**src/rtl/fmap_writer.sv**
```systemverilog
// -----------------------------------------------------------------------------
// fmap_writer
//   Write-side companion of the layer feature-map loader. Accepts a serial
//   stream of signed PE convolution results over a valid/ready handshake,
//   requantizes each to an unsigned byte (ReLU, arithmetic right shift,
//   saturation to 255) and stores it row-major into an IMG_W x IMG_W byte
//   buffer. A synchronous read port lets the next layer fetch the stored map.
//
// Ports
//   clk       in   system clock, all state updates on the rising edge
//   rst       in   asynchronous active-high reset
//   start     in   begin a new frame capture (honoured in IDLE and DONE only)
//   in_valid  in   in_data carries a PE result
//   in_data   in   DATA_W signed two's-complement PE result
//   in_ready  out  writer accepts a result this cycle (registered, state only)
//   rd_addr   in   byte address for the read port
//   rd_data   out  buffer byte at rd_addr of the previous cycle (0 if out of range)
//   count     out  number of results accepted in the current frame
//   busy      out  high while capturing a frame (WRITE)
//   done      out  high once the frame is complete (DONE, level)
//
// Note: address/count are 8 bits wide, so IMG_W*IMG_W must not exceed 255.
// -----------------------------------------------------------------------------
module fmap_writer #(
  parameter int IMG_W  = 13,
  parameter int DATA_W = 32,
  parameter int SHIFT  = 8
) (
  input  logic              clk,
  input  logic              rst,
  input  logic              start,
  input  logic              in_valid,
  input  logic [DATA_W-1:0] in_data,
  output logic              in_ready,
  input  logic [7:0]        rd_addr,
  output logic [7:0]        rd_data,
  output logic [7:0]        count,
  output logic              busy,
  output logic              done
);

  localparam int         DEPTH     = IMG_W * IMG_W;
  localparam logic [7:0] LAST_ADDR = 8'(DEPTH - 1);

  typedef enum logic [1:0] {
    S_IDLE  = 2'd0,
    S_WRITE = 2'd1,
    S_DONE  = 2'd2
  } state_t;

  // Requantize a signed PE result: arithmetic shift (truncating), clamp
  // negatives to 0 and anything above 255 to 255.
  function automatic logic [7:0] requant(input logic [DATA_W-1:0] x);
    logic [DATA_W-1:0] s;
    s = $signed(x) >>> SHIFT;
    if (s[DATA_W-1]) begin
      requant = 8'h00;
    end else if (|s[DATA_W-2:8]) begin
      requant = 8'hFF;
    end else begin
      requant = s[7:0];
    end
  endfunction

  state_t     state_q, state_d;
  logic [7:0] addr_q, addr_d;
  logic [7:0] count_q, count_d;
  logic       in_ready_q, in_ready_d;
  logic       busy_q, busy_d;
  logic       done_q, done_d;
  logic [7:0] rd_data_q, rd_data_d;
  logic       wr_en_s;
  logic [7:0] wr_data_s;

  logic [7:0] mem [0:DEPTH-1];

  // Next-state, write strobe and registered-output inputs.
  always_comb begin
    state_d   = state_q;
    addr_d    = addr_q;
    count_d   = count_q;
    wr_en_s   = 1'b0;
    wr_data_s = requant(in_data);

    case (state_q)
      S_IDLE: begin
        if (start) begin
          state_d = S_WRITE;
          addr_d  = 8'd0;
          count_d = 8'd0;
        end else begin
          state_d = S_IDLE;
        end
      end
      S_WRITE: begin
        // start is deliberately ignored here: a frame always runs to the end.
        if (in_valid && in_ready_q) begin
          wr_en_s = 1'b1;
          addr_d  = addr_q + 8'd1;
          count_d = count_q + 8'd1;
          if (addr_q == LAST_ADDR) begin
            state_d = S_DONE;
          end else begin
            state_d = S_WRITE;
          end
        end else begin
          state_d = S_WRITE;
        end
      end
      S_DONE: begin
        if (start) begin
          state_d = S_WRITE;
          addr_d  = 8'd0;
          count_d = 8'd0;
        end else begin
          state_d = S_DONE;
        end
      end
      default: begin
        state_d = S_IDLE;
      end
    endcase

    // Status flags are registered copies of the upcoming state, so they
    // depend on state only and never on in_valid.
    in_ready_d = (state_d == S_WRITE);
    busy_d     = (state_d == S_WRITE);
    done_d     = (state_d == S_DONE);
  end

  // Read port mux: out-of-range addresses read as zero.
  always_comb begin
    if (rd_addr <= LAST_ADDR) begin
      rd_data_d = mem[rd_addr];
    end else begin
      rd_data_d = 8'h00;
    end
  end

  // Control and output registers with asynchronous reset.
  always_ff @(posedge clk or posedge rst) begin
    if (rst) begin
      state_q    <= S_IDLE;
      addr_q     <= 8'd0;
      count_q    <= 8'd0;
      in_ready_q <= 1'b0;
      busy_q     <= 1'b0;
      done_q     <= 1'b0;
      rd_data_q  <= 8'h00;
    end else begin
      state_q    <= state_d;
      addr_q     <= addr_d;
      count_q    <= count_d;
      in_ready_q <= in_ready_d;
      busy_q     <= busy_d;
      done_q     <= done_d;
      rd_data_q  <= rd_data_d;
    end
  end

  // Feature-map storage; never reset, so partial frames survive a reset.
  // A same-cycle read of the written address sees the old byte.
  always_ff @(posedge clk) begin
    if (wr_en_s) begin
      mem[addr_q] <= wr_data_s;
    end
  end

  assign in_ready = in_ready_q;
  assign busy     = busy_q;
  assign done     = done_q;
  assign count    = count_q;
  assign rd_data  = rd_data_q;

endmodule

```
**config.mk**
```make
export PLATFORM = sky130hd
export DESIGN_NAME = fmap_writer
export DESIGN_NICKNAME = d
export VERILOG_FILES = /design/src/rtl/fmap_writer.sv
export SDC_FILE = /design/constraint.sdc
export NUM_CORES = 1
export LEC_CHECK = 0
export CAP_MARGIN = 20
export CORE_ASPECT_RATIO = 1.75
export CORE_MARGIN = 5
export CORE_UTILIZATION = 40
export DETAILED_ROUTE_END_ITERATION = 10
export PLACE_DENSITY = 0.62
export SLEW_MARGIN = 10
export SYNTH_ARGS = -nofsm -noshare
export SYNTH_HDL_FRONTEND = slang
export SYNTH_SLANG_ARGS = --single-unit
```
**constraint.sdc**
```tcl
create_clock -name clk -period 2.8 [get_ports clk]
set_input_delay 0.56 -clock clk [delete_from_list [all_inputs] [get_ports clk]]
set_output_delay 0.56 -clock clk [all_outputs]
set_load 0.02 [all_outputs]
```
* After elaboration in Yosys (flattened, before gate mapping)
Memory sizes are Yosys's and may differ from the RTL's.
Cells that the tools add are included.
** Storage, ports and cells
- Logic and storage cells :: 40
- Register bits after elaboration :: 28
- Memories :: 1
- Bits in writable memories :: 1352
- Input bits :: 44
- Output and inout bits :: 19
** Memory list
- mem :: words 169, width 8, rd ports 1, clocked after Yosys merged registers in 0, write ports 1, line 75 : logic [7:0] mem [0:DEPTH-1];
** Operators by class
- Mux-type cells :: 17
- Magnitude comparators :: 1
- Equality and inequality tests :: 7
- Add/sub/neg operators :: 2
- Reduce and logical (&&, ||, !) cells :: 6
** Operators with widths (count)
- $mux 8 :: 6
- $pmux 8 s2 :: 2
- $add 8x1->8 const B :: 2
- $reduce_or 16->1 :: 1
- $eq 8x8->1 const B :: 1
- $le 8x8->1 const B :: 1
- $mux 2 :: 3
- $pmux 2 s3 :: 1
- $mux 1 :: 5
- $eq 2x1->1 const B :: 2
- $eq 2x2->1 const B :: 2
- $reduce_and 3->1 :: 1
- $logic_not 2->1 :: 1
- $ne 2x1->1 const B :: 1
- $ne 2x2->1 const B :: 1
- $reduce_bool 2->1 :: 1
- $reduce_or 2->1 :: 1
- $logic_and 1x1->1 :: 1

* Logic depth before layout (Yosys ltp)
- Depth in word-level cells :: 5
- Gate-level depth with buffers :: 12
- Depth with buffers taken out :: 7

* Worst setup path after synthesis
No wires, ideal clock.
- Kind :: in2reg
- Start :: input in_data[31]
- End :: memory mem[0][0], data pin
- Library setup time :: 985 ps
- Stages on the path :: 5
- Data required time :: 1815 ps
- Arrival time :: 5085 ps
- Slack :: -3270 ps
- Path buffers :: 1
- Cells stage by stage :: clkbuf_1 nor4_1 nand4_1 nor2_1 nor2_1
** On the way
- Longest elaborated chain between the ends :: 3
** Ends and longest elaborated chain
- start, declared :: line 33 : input logic [DATA_W-1:0] in_data,
- $reduce_or 16->1 :: line 58 : end else if (|s[DATA_W-2:8]) begin
- $mux 8 :: line 58
- $mux 8 (*) :: line 56 : if (s[DATA_W-1]) begin
- net wr_data_s[0] :: line 73 : logic [7:0] wr_data_s;
- end, declared :: line 75
Mark *: on every way through the listed nets, which the timed path passes. The rest lies on a longest branch.

* Worst setup path after layout
- Start :: input rd_addr[0]
- End :: register rd_data_q[1], in the netlist rd_data[1]
** On the way
- Longest elaborated chain between the ends :: 2
- Elaborated cells between the ends (all ways) :: 3
** Ends and longest elaborated chain
- start, declared :: line 35 : input logic [7:0] rd_addr,
- $mem_v2 169x8 / $le 8x8->1 (equally long branches)
- $mux 8 (*) :: line 133 : if (rd_addr <= LAST_ADDR) begin
- net rd_data_d[1] :: line 71 : logic [7:0] rd_data_q, rd_data_d;
- end signal, assigned :: line 157 : rd_data_q <= rd_data_d;
- end, declared :: line 71
Marked as above.
A chain may end at the register's enable or synchronous reset.

==> results.cfg <==
[power]
power_uw = 42900
power_density_nw_per_um2 = 666
ir_drop_worst_vdd_mv = 0.450
cellLeakagePower_uw = 0.0214

[synth]
mappedNetlistNets = 2836
synth-simple-area-share_pct = 3.48
synth_warnings = 0
dominant_combinational_cell_family_by_area_after_synthesis = multiplexers
synth-xor-area-share_pct = 0.193
netlist_instances = 2787
synth_cell_types = 58
synth-edff-count = 1352
netlist_top_cells_area = edfxtp_1, mux4_2, mux2i_1, nor2_1, o221ai_1
yosys_most_used_dff = edfxtp_1
synth_compound_gate_area_share_pct = 3.78
ys_async_sr_fraction_pct = 2.03
synthDominantCellAreaShare_pct = 74.7
yosys.area.top_type = edfxtp_1
synth-adder-area-share_pct = 0.115
ys_seq_elements = 1380
ys_seq_area_share_pct = 76.0
netlist_area_um2 = 54300
synth_mux_area_share_pct = 14.3
post_synth.cell_area_avg_um2 = 19.5

[setup_path]
critical_path_required_time_ps = 3390
cp-startpoint = rd_addr[0]
crit-reg2reg-launch = mem[112][7]
cp_data_arrival_time_ps = 3310
setup.worst_path.class = in2reg
worst_setup_path_end_kind = flop
r2r_setup_slack_ps = 150
worst_r2r_path_depth = 9
critical_path.endpoint = rd_data[1]
critical_path.startpoint_type = primary input
worstReg2RegEnd = rd_data[7]
critPathMaxFanout = 20

[floorplanning]
initial_utilization_pct = 40.1
floorplan.die.height_um = 497
die_w_um = 289
core_area_um2 = 135000
floorplan.io_pins = 63
die_area_um2 = 144000
rows = 179

[place]
portBuffers = 54
dp_hpwl_um = 96600
place.detailed.instances = 4947
detailedPlace.worstSlack_ps = -646
place.gp.congestion = 0.876

[status]
status = finished, final reports clean

[routing]
post_drt_via_cell_ratio = 5.54
routed-via-count = 28600
detail_route.iter0.violations = 2663
drt-total-wl_um = 142000
drtPass1Iterations = 7
wire_per_inst_um = 27.4
postRouteAntennaNets = 0
post-route-drc-count = 0

[worst_hold_path]
worstHoldPathType = in2async

[clocking]
holdBufCountCts = 0
clock_sinks = 1380
cts_tree = built
worstSkewPairLatency_ps = 760
cts_setup_buffers = 0
clockRootBuffer = clkbuf_16
post_cts.resized_instances = 0
cts-htree-levels = 3
clk_pin_slew_worst_paths_ps = 70
cts_inserted_buffers = 115
max-clock-path-buffers = 3

[sta]
report.final.hold_viol_count = 0
rsz0062_at_grt = no
fin_worst_skew_ps = 31.6
setup_viol_count_final = 0
timing.final.crit_share_pct = 96.9
timing.final.ws_setup_ps = 85.9
slew_at_the_pin_closest_to_its_max_slew_limit_ps = 939
max_freq_mhz = 368
slew-limit-headroom_pct = 37.2
maxSlewViolCount = 0
period_needed_ps = 2710

[global_routing]
wire_length_of_the_first_global_routing_pass_um = 207000
first_global_vias = 30500
grt_use_total_pct = 19.6
maximum_number_of_pins_on_one_net_before_global_route_repair = 120
grt.overflow.total = 0
antenna_found_initial = 7

[layout]
layout.cells.most_common_list = edfxtp_1, buf_4, mux2i_1, mux4_2, nor2_1
layout_commonest_cell = edfxtp_1
layout-drive-gt1-share_pct = 26.7
fin_nets = 3303
synthToLayoutAreaGrowth_pct = 18.5
finish.cell_count_without_fillers = 5165

[run]
max_cap_viol_count = 0
-- routing by layer --
layer	vias up	track usage, %	routed length, um
li1	12400	-	-
met1	15100	22.0	48800
met2	938	36.8	78800
met3	270	2.35	6430
met4	0	9.06	7560
met5	-	0	0
-- where the power goes --
| group | leakage, uW | switching (uW) | internal (uW) |
|---|---|---|---|
| combinational | 0.00701 | 2010 | 1290 |
| sequential | 0.0125 | 168 | 22900 |
| clock | 0.00187 | 7430 | 9080 |
-- synth_stat cells (12+ instances only) --
cell      count
edfxtp_1   1352
mux2i_1     257
nor2_1      222
mux4_2      220
o221ai_1     89
clkbuf_1     75
nand2_1      71
a21oi_1      68
nor3_1       55
o22ai_1      55
buf_2        36
dfrtp_1      28
buf_6        26
o21ai_0      18
nand2b_1     15
nor4_1       15
a221oi_1     14
nand3_1      14
nor2b_1      13
buf_8        12
-- area by class of cell --
| class | count | area [um2] |
|---|---|---|
| antenna | 2 | 5.00 |
| clock buffer | 131 | 2940 |
| clock inverter | 85 | 933 |
| fill | 11100 | 71100 |
| inverter | 9 | 33.8 |
| multi-input combinational | 1229 | 12000 |
| sequential | 1380 | 41300 |
| tap | 1810 | 2260 |
| timing repair buffer | 519 | 4910 |
-- how the worst min path moves through the flow --
stage	startpoint	endpoint	slack, ps	depth (start not counted)
finish	rst	rd_data[2]	210	3
global route	rst	state_q[1]	240	3
floorplan	state_q[1]	done	470	1
detailed placement	state_q[1]	state_q[1]	490	1
CTS	rst	rd_data[2]	170	3
global placement	state_q[1]	state_q[1]	490	1
-- logic make-up (layout without fill, tap and decap cells) --
family,count (synthesis),count (layout)
mux,491,491
compound gates,290,290
fa+ha+maj,5,5
flops,1380,1380
buf+inv,178,744
other cells,0,2
xor+xnor,12,12
simple gates,431,431
-- stage by stage --
stage                     hold slack (ps)  utilization (%)  instance area, um2  setup TNS [ps]
final                                 209             47.5               64400               0
after global routing                  241             47.5               64400               0
after CTS                             169             47.5               64400               0
after global placement                488             44.6               60500           -4000
after detailed placement              493             44.6               60500           -8240
after floorplan                       466                -               54400         -184800
-- registers in the layout (all words and copies together), names as in the netlist --
register	count
mem	1352
busy	1
addr_q	8
count	8
rd_data	8
done	1
state_q	2
-- worst max-delay path, stage by stage --
cell	delay [ps]
buf_8	230
buf_12	200
buf_12	210
buf_4	160
mux4_2	540
a41oi_1	240
a21oi_1	70
nor4_1	620
buf_4	220
o21ai_0	70
o2bb2ai_1	130
(Power assumes the default switching activity.)
==> patch 1, RTL diff (config.mk and constraints unchanged) <==
Take the reset off `rd_data_q` and load it in a clocked block of its own.
--- a/src/rtl/fmap_writer.sv
+++ b/src/rtl/fmap_writer.sv
@@ -146,7 +146,6 @@
       in_ready_q <= 1'b0;
       busy_q     <= 1'b0;
       done_q     <= 1'b0;
-      rd_data_q  <= 8'h00;
     end else begin
       state_q    <= state_d;
       addr_q     <= addr_d;
@@ -154,8 +153,11 @@
       in_ready_q <= in_ready_d;
       busy_q     <= busy_d;
       done_q     <= done_d;
-      rd_data_q  <= rd_data_d;
     end
+  end
+
+  always_ff @(posedge clk) begin
+    rd_data_q <= rd_data_d;
   end
 
   // Feature-map storage; never reset, so partial frames survive a reset.
Check against the original RTL: differs if rst is asserted again (counterexample within 4 cycles, from zero or initial values and one cycle with rst high); with rst held inactive, the same outputs for 4 cycles.
==> patch 1 against the original RTL <==
Register-to-register slack better by 0.30 ns; cell area fell by 0.40%; sequential cell count did not move; wire length down 0.66%; count of clock-buffer cells in the layout grew 5; combinational power shrank 3%; worst setup slack gained 0.10 ns; via count decreased by 2.9%; clock skew rose by 0.011 ns; largest cell class unchanged; critical endpoint is now rd_data[5]$_SDFF_PN0_; sequential power hardly changed; synthesized area shrank 0.58%; critical path depth fell by 1; total power down 0.58%.
==> patch 1: results (changes against the original RTL) <==
Parameter                              Value

GRT
  Overall global routing resource usage ... 19.7% (was 19.6%)
  Global routing met3 resource utilization ... 2.68% (was 2.35%)
  GR Util met2 ... 36.6% (was 36.8%)
  Antenna violations before repair ... 3 (was 7)
  Met1 track utilization from global routing ... 21.9% (was 22.0%)
  Number of global-route vias before repair ... 29800 (was 30500)

Setup path
  Endpoint arrival time on the critical path ... 3.23 ns (was 3.31 ns)
  Capture instance of the worst register-to-register path ... rd_data[7]$_SDFF_PN0_ (was rd_data[7]$_DFF_PP0_)
  Maximum fanout along the worst path ... 22 (was 20)

Final layout
  Number of standard cells in the final layout excluding fillers ... 5024 (was 5165)
  Layout cells sized above 1 ... 31.0% (was 26.7%)
  Number of nets in the finished design ... 3177 (was 3303)

Route
  Iteration-0 DRC count of the detailed router ... 2263 (was 2663)
  Wire length on met1 ... 48500 microns (was 48800 microns)
  Met3 wire length ... 6820 microns (was 6430 microns)
  Number of detailed-routing iterations run before antenna repair ... 9 (was 7)

Synthesis
  Fraction of synthesized cell area in xor and xnor cells ... 0.195% (was 0.193%)
  Leading cell types by count after synthesis ... 1352 x sky130_fd_sc_hd__edfxtp_1, 317 x sky130_fd_sc_hd__mux4_2, 235 x sky130_fd_sc_hd__nor2_1, 110 x sky130_fd_sc_hd__nand2_1, 84 x sky130_fd_sc_hd__mux2i_1 (was 1352 x sky130_fd_sc_hd__edfxtp_1, 257 x sky130_fd_sc_hd__mux2i_1, 222 x sky130_fd_sc_hd__nor2_1, 220 x sky130_fd_sc_hd__mux4_2, 89 x sky130_fd_sc_hd__o221ai_1)
  Post-synth cell types ... 64 (was 58)
  Number of instances in the synthesized netlist ... 2653 (was 2787)

Place
  Cell Area, Placed ... 60300 sq um (was 60500 sq um)
  Routability cong. ... 0.878 (was 0.876)
  Setup slack at placement ... -0.533 ns (was -0.646 ns)
  DP Cell Count ... 4811 (was 4947)

Clock tree
  Clock insertion delay at the later pin of the skew report ... 0.73 ns (was 0.76 ns)

Power and ir drop
  Worst ir drop on vdd ... 0.495 mV (was 0.450 mV)

Outcome
  Status ... finished clean (unchanged)
## patch 1: cell count changes after synthesis, moves of 16 or more
cell,unedited run,this run
sky130_fd_sc_hd__mux2i_1,257,84
sky130_fd_sc_hd__mux4_2,220,317
sky130_fd_sc_hd__o221ai_1,89,3
sky130_fd_sc_hd__a21oi_1,68,23
sky130_fd_sc_hd__nor3_1,55,12
sky130_fd_sc_hd__nand2_1,71,110
sky130_fd_sc_hd__o22ai_1,55,27
sky130_fd_sc_hd__mux2_2,7,31
sky130_fd_sc_hd__o21ai_0,18,40
sky130_fd_sc_hd__a211oi_1,11,30
sky130_fd_sc_hd__buf_6,26,8
sky130_fd_sc_hd__nor2b_1,13,30
sky130_fd_sc_hd__buf_4,11,27
## patch 1: layout make-up
type / instances / area (sq um)
timing repair buffer: 516 / 4790
sequential: 1380 / 41300
antenna: 2 / 5.00
clock inverter: 75 / 816
tap: 1800 / 2250
inverter: 7 / 26.3
multi-input combinational: 1108 / 12000
clock buffer: 136 / 2980
fill: 11000 / 70200
==> patch 2, RTL diff (same flow settings) <==
Without the edit above. `IMG_W`: 13 -> 15.
--- a/src/rtl/fmap_writer.sv
+++ b/src/rtl/fmap_writer.sv
@@ -22,7 +22,7 @@
 // Note: address/count are 8 bits wide, so IMG_W*IMG_W must not exceed 255.
 // -----------------------------------------------------------------------------
 module fmap_writer #(
-  parameter int IMG_W  = 13,
+  parameter int IMG_W  = 15,
   parameter int DATA_W = 32,
   parameter int SHIFT  = 8
 ) (
Check against the original RTL: same outputs for any inputs over 4 cycles, from zero or initial values and one cycle with rst high; that may be too few to reach the edited logic, so the function may still have changed.
==> patch 2 against the original RTL <==
Cell area rose by 33%; count of clock-buffer cells in the layout rose by 71; worst setup slack got worse by 0.012 ns; sequential cell count rose by 448; wire length rose by 41%; non-clock buffer count rose by 248; first-iteration DRC count rose by 37%; combinational power rose by 42%; critical path type is now reg -> reg; utilization rose by 0.36 points; total power rose by 32%; synthesized area rose by 32%; sequential share of layout area fell by 0.084 points; cell count rose by 33%.
==> patch 2: results (changes against the original RTL) <==
Parameter                              Value

Route
  Iteration-0 DRC count of the detailed router ... 3642 (was 2663)
  DR vias/cell ... 5.62 (was 5.54)
  Detailed-route wire length ... 200000 microns (was 142000 microns)
  Number of detailed-routing iterations run before antenna repair ... 6 (was 7)

STA
  Headroom to the max-slew limit ... 38.5% (was 37.2%)
  Worst-case clock skew ... 0.0467 ns (was 0.0316 ns)

Final layout
  Filler Cells Inserted ... 14900 (was 11100)
  Number of standard cells in the final layout excluding fillers ... 6852 (was 5165)
  Flip-flop count of the largest register after layout ... 1800 (was 1352)
  Layout cells sized above 1 ... 28.0% (was 26.7%)
  Number of nets in the finished design ... 4409 (was 3303)

Power and ir drop
  Cell Pwr Density ... 660 nW/um^2 (was 666 nW/um^2)
  Total leakage power ... 0.0286 uW (was 0.0214 uW)
  Worst ir drop on vdd ... 0.428 mV (was 0.450 mV)

GRT
  Overall global routing resource usage ... 21.0% (was 19.6%)
  Global-route wire length before repair ... 286000 microns (was 207000 microns)
  Antenna violations before repair ... 2 (was 7)
  Number of global-route vias before repair ... 39900 (was 30500)

Place
  Routability cong. ... 0.885 (was 0.876)
  Count of input and output buffers ... 54 (unchanged)
  Setup slack at placement ... -0.615 ns (was -0.646 ns)
  HPWL after DPL ... 136000 microns (was 96600 microns)
  Cell Area, Placed ... 80600 sq um (was 60500 sq um)

Clock tree
  Clock insertion delay at the later pin of the skew report ... 0.81 ns (was 0.76 ns)
  TritonCTS Buffers ... 161 (was 115)
  Worst-case clock buffer depth ... 4 (was 3)
  H-tree levels ... 4 (was 3)

Setup path
  Maximum fanout along the worst path ... 1 (was 20)
  Endpoint arrival time on the critical path ... 3.39 ns (was 3.31 ns)
  Cell type of the slowest stage on the worst timing path ... sky130_fd_sc_hd__nor3b_1 (was sky130_fd_sc_hd__nor4_1)

Synthesis
  Cell types occupying the most area after synthesis ... sky130_fd_sc_hd__edfxtp_1 75%, sky130_fd_sc_hd__mux4_2 8.8%, sky130_fd_sc_hd__mux2i_1 4.2% (was sky130_fd_sc_hd__edfxtp_1 75%, sky130_fd_sc_hd__mux4_2 9.1%, sky130_fd_sc_hd__mux2i_1 4.7%)
  FFs w/ async S/R, synth ... 1.53% (was 2.03%)
  Number of instances in the synthesized netlist ... 3664 (was 2787)
  Fraction of the yosys area taken by sequential cells ... 76.2% (was 76.0%)
  Leading cell types by count after synthesis ... 1800 x sky130_fd_sc_hd__edfxtp_1, 300 x sky130_fd_sc_hd__mux2i_1, 292 x sky130_fd_sc_hd__nor2_1, 280 x sky130_fd_sc_hd__mux4_2, 130 x sky130_fd_sc_hd__nand2_1 (was 1352 x sky130_fd_sc_hd__edfxtp_1, 257 x sky130_fd_sc_hd__mux2i_1, 222 x sky130_fd_sc_hd__nor2_1, 220 x sky130_fd_sc_hd__mux4_2, 89 x sky130_fd_sc_hd__o221ai_1)
  Number of enable flip-flop cells after synthesis ... 1800 (was 1352)
  Post-synth cell types ... 77 (was 58)

Outcome
  Status ... finished clean (unchanged)
[patch 2: report_power, final]
group / total, uW / switching [uW] / internal (uW)
sequential: 30500 / 206 / 30300
combinational: 4690 / 2910 / 1770
clock: 21200 / 9570 / 11600
total: 56400 / 12700 / 43700
[patch 2: path summary, 6_finish.rpt]
kind | start | to | slack [ns] | cells past startpoint
hold / removal | rst | busy$_DFF_PP0_ | 0.17 | 3
hold reg to reg | state_q[1]$_DFF_PP0_ | state_q[1]$_DFF_PP0_ | 0.51 | 1
max in group asynchronous | rst | rd_data[4]$_DFF_PP0_ | 2.25 | 3
setup reg to reg | mem[219][6]$_DFFE_PP_ | rd_data[6]$_DFF_PP0_ | 0.07 | 8
min in group clk | rd_addr[6] | rd_data[7]$_DFF_PP0_ | 0.40 | 5
setup / recovery | mem[219][6]$_DFFE_PP_ | rd_data[6]$_DFF_PP0_ | 0.07 | 8
[patch 2: layout make-up]
type / count / share of cell area [%]
Clock inverter: 70 / 0.640
Tap cell: 2380 / 3.49
Inverter: 8 / 0.0381
Multi-Input combinational cell: 1594 / 18.2
Timing Repair Buffer: 767 / 8.48
Clock buffer: 202 / 5.04
Sequential cell: 1828 / 64.1
Antenna cell: 3 / 0.00879
[patch 2: critical path, delay by kind of cell, from the launching register on]
family          cells  cell delay, ns
compound gates      4            0.87
flops               1            0.42
mux                 1            0.48
simple gates        2            0.69
buf+inv             1            0.16
[patch 2: cells by family (layout without fill, tap and decap cells)]
kind of cell             after synthesis  after routing  synth area share, %
flip-flops                          1828           1828                 76.2
multiplexers                         614            614                 13.9
AND/OR/NAND/NOR                      534            534                 3.15
AO/OA/AOI/OAI                        430            430                 4.26
buffers and inverters                242           1047                 2.23
XOR/XNOR                              11             11                0.134
adder cells (fa/ha/maj)                5              5               0.0871
other                                  0              3                    0
[patch 2: per-stage QoR]
stage	TNS [ns]	util, %
finish	0	47.9
global route	0	47.9
CTS	0	47.9
detailed placement	-4.70	45.1
global placement	-4.78	45.1
floorplan	-1195.30	-
[patch 2: layer usage]
| metal | track usage (%) | vias up | part of all wire, % |
|---|---|---|---|
| met3 | 2.44 | 431 | 5.4 |
| met5 | 0 | - | 0.0065 |
| met4 | 11.0 | 2 | 6.3 |
| li1 | - | 16400 | - |
| met1 | 24.5 | 20200 | 35 |
| met2 | 38.1 | 1502 | 53 |
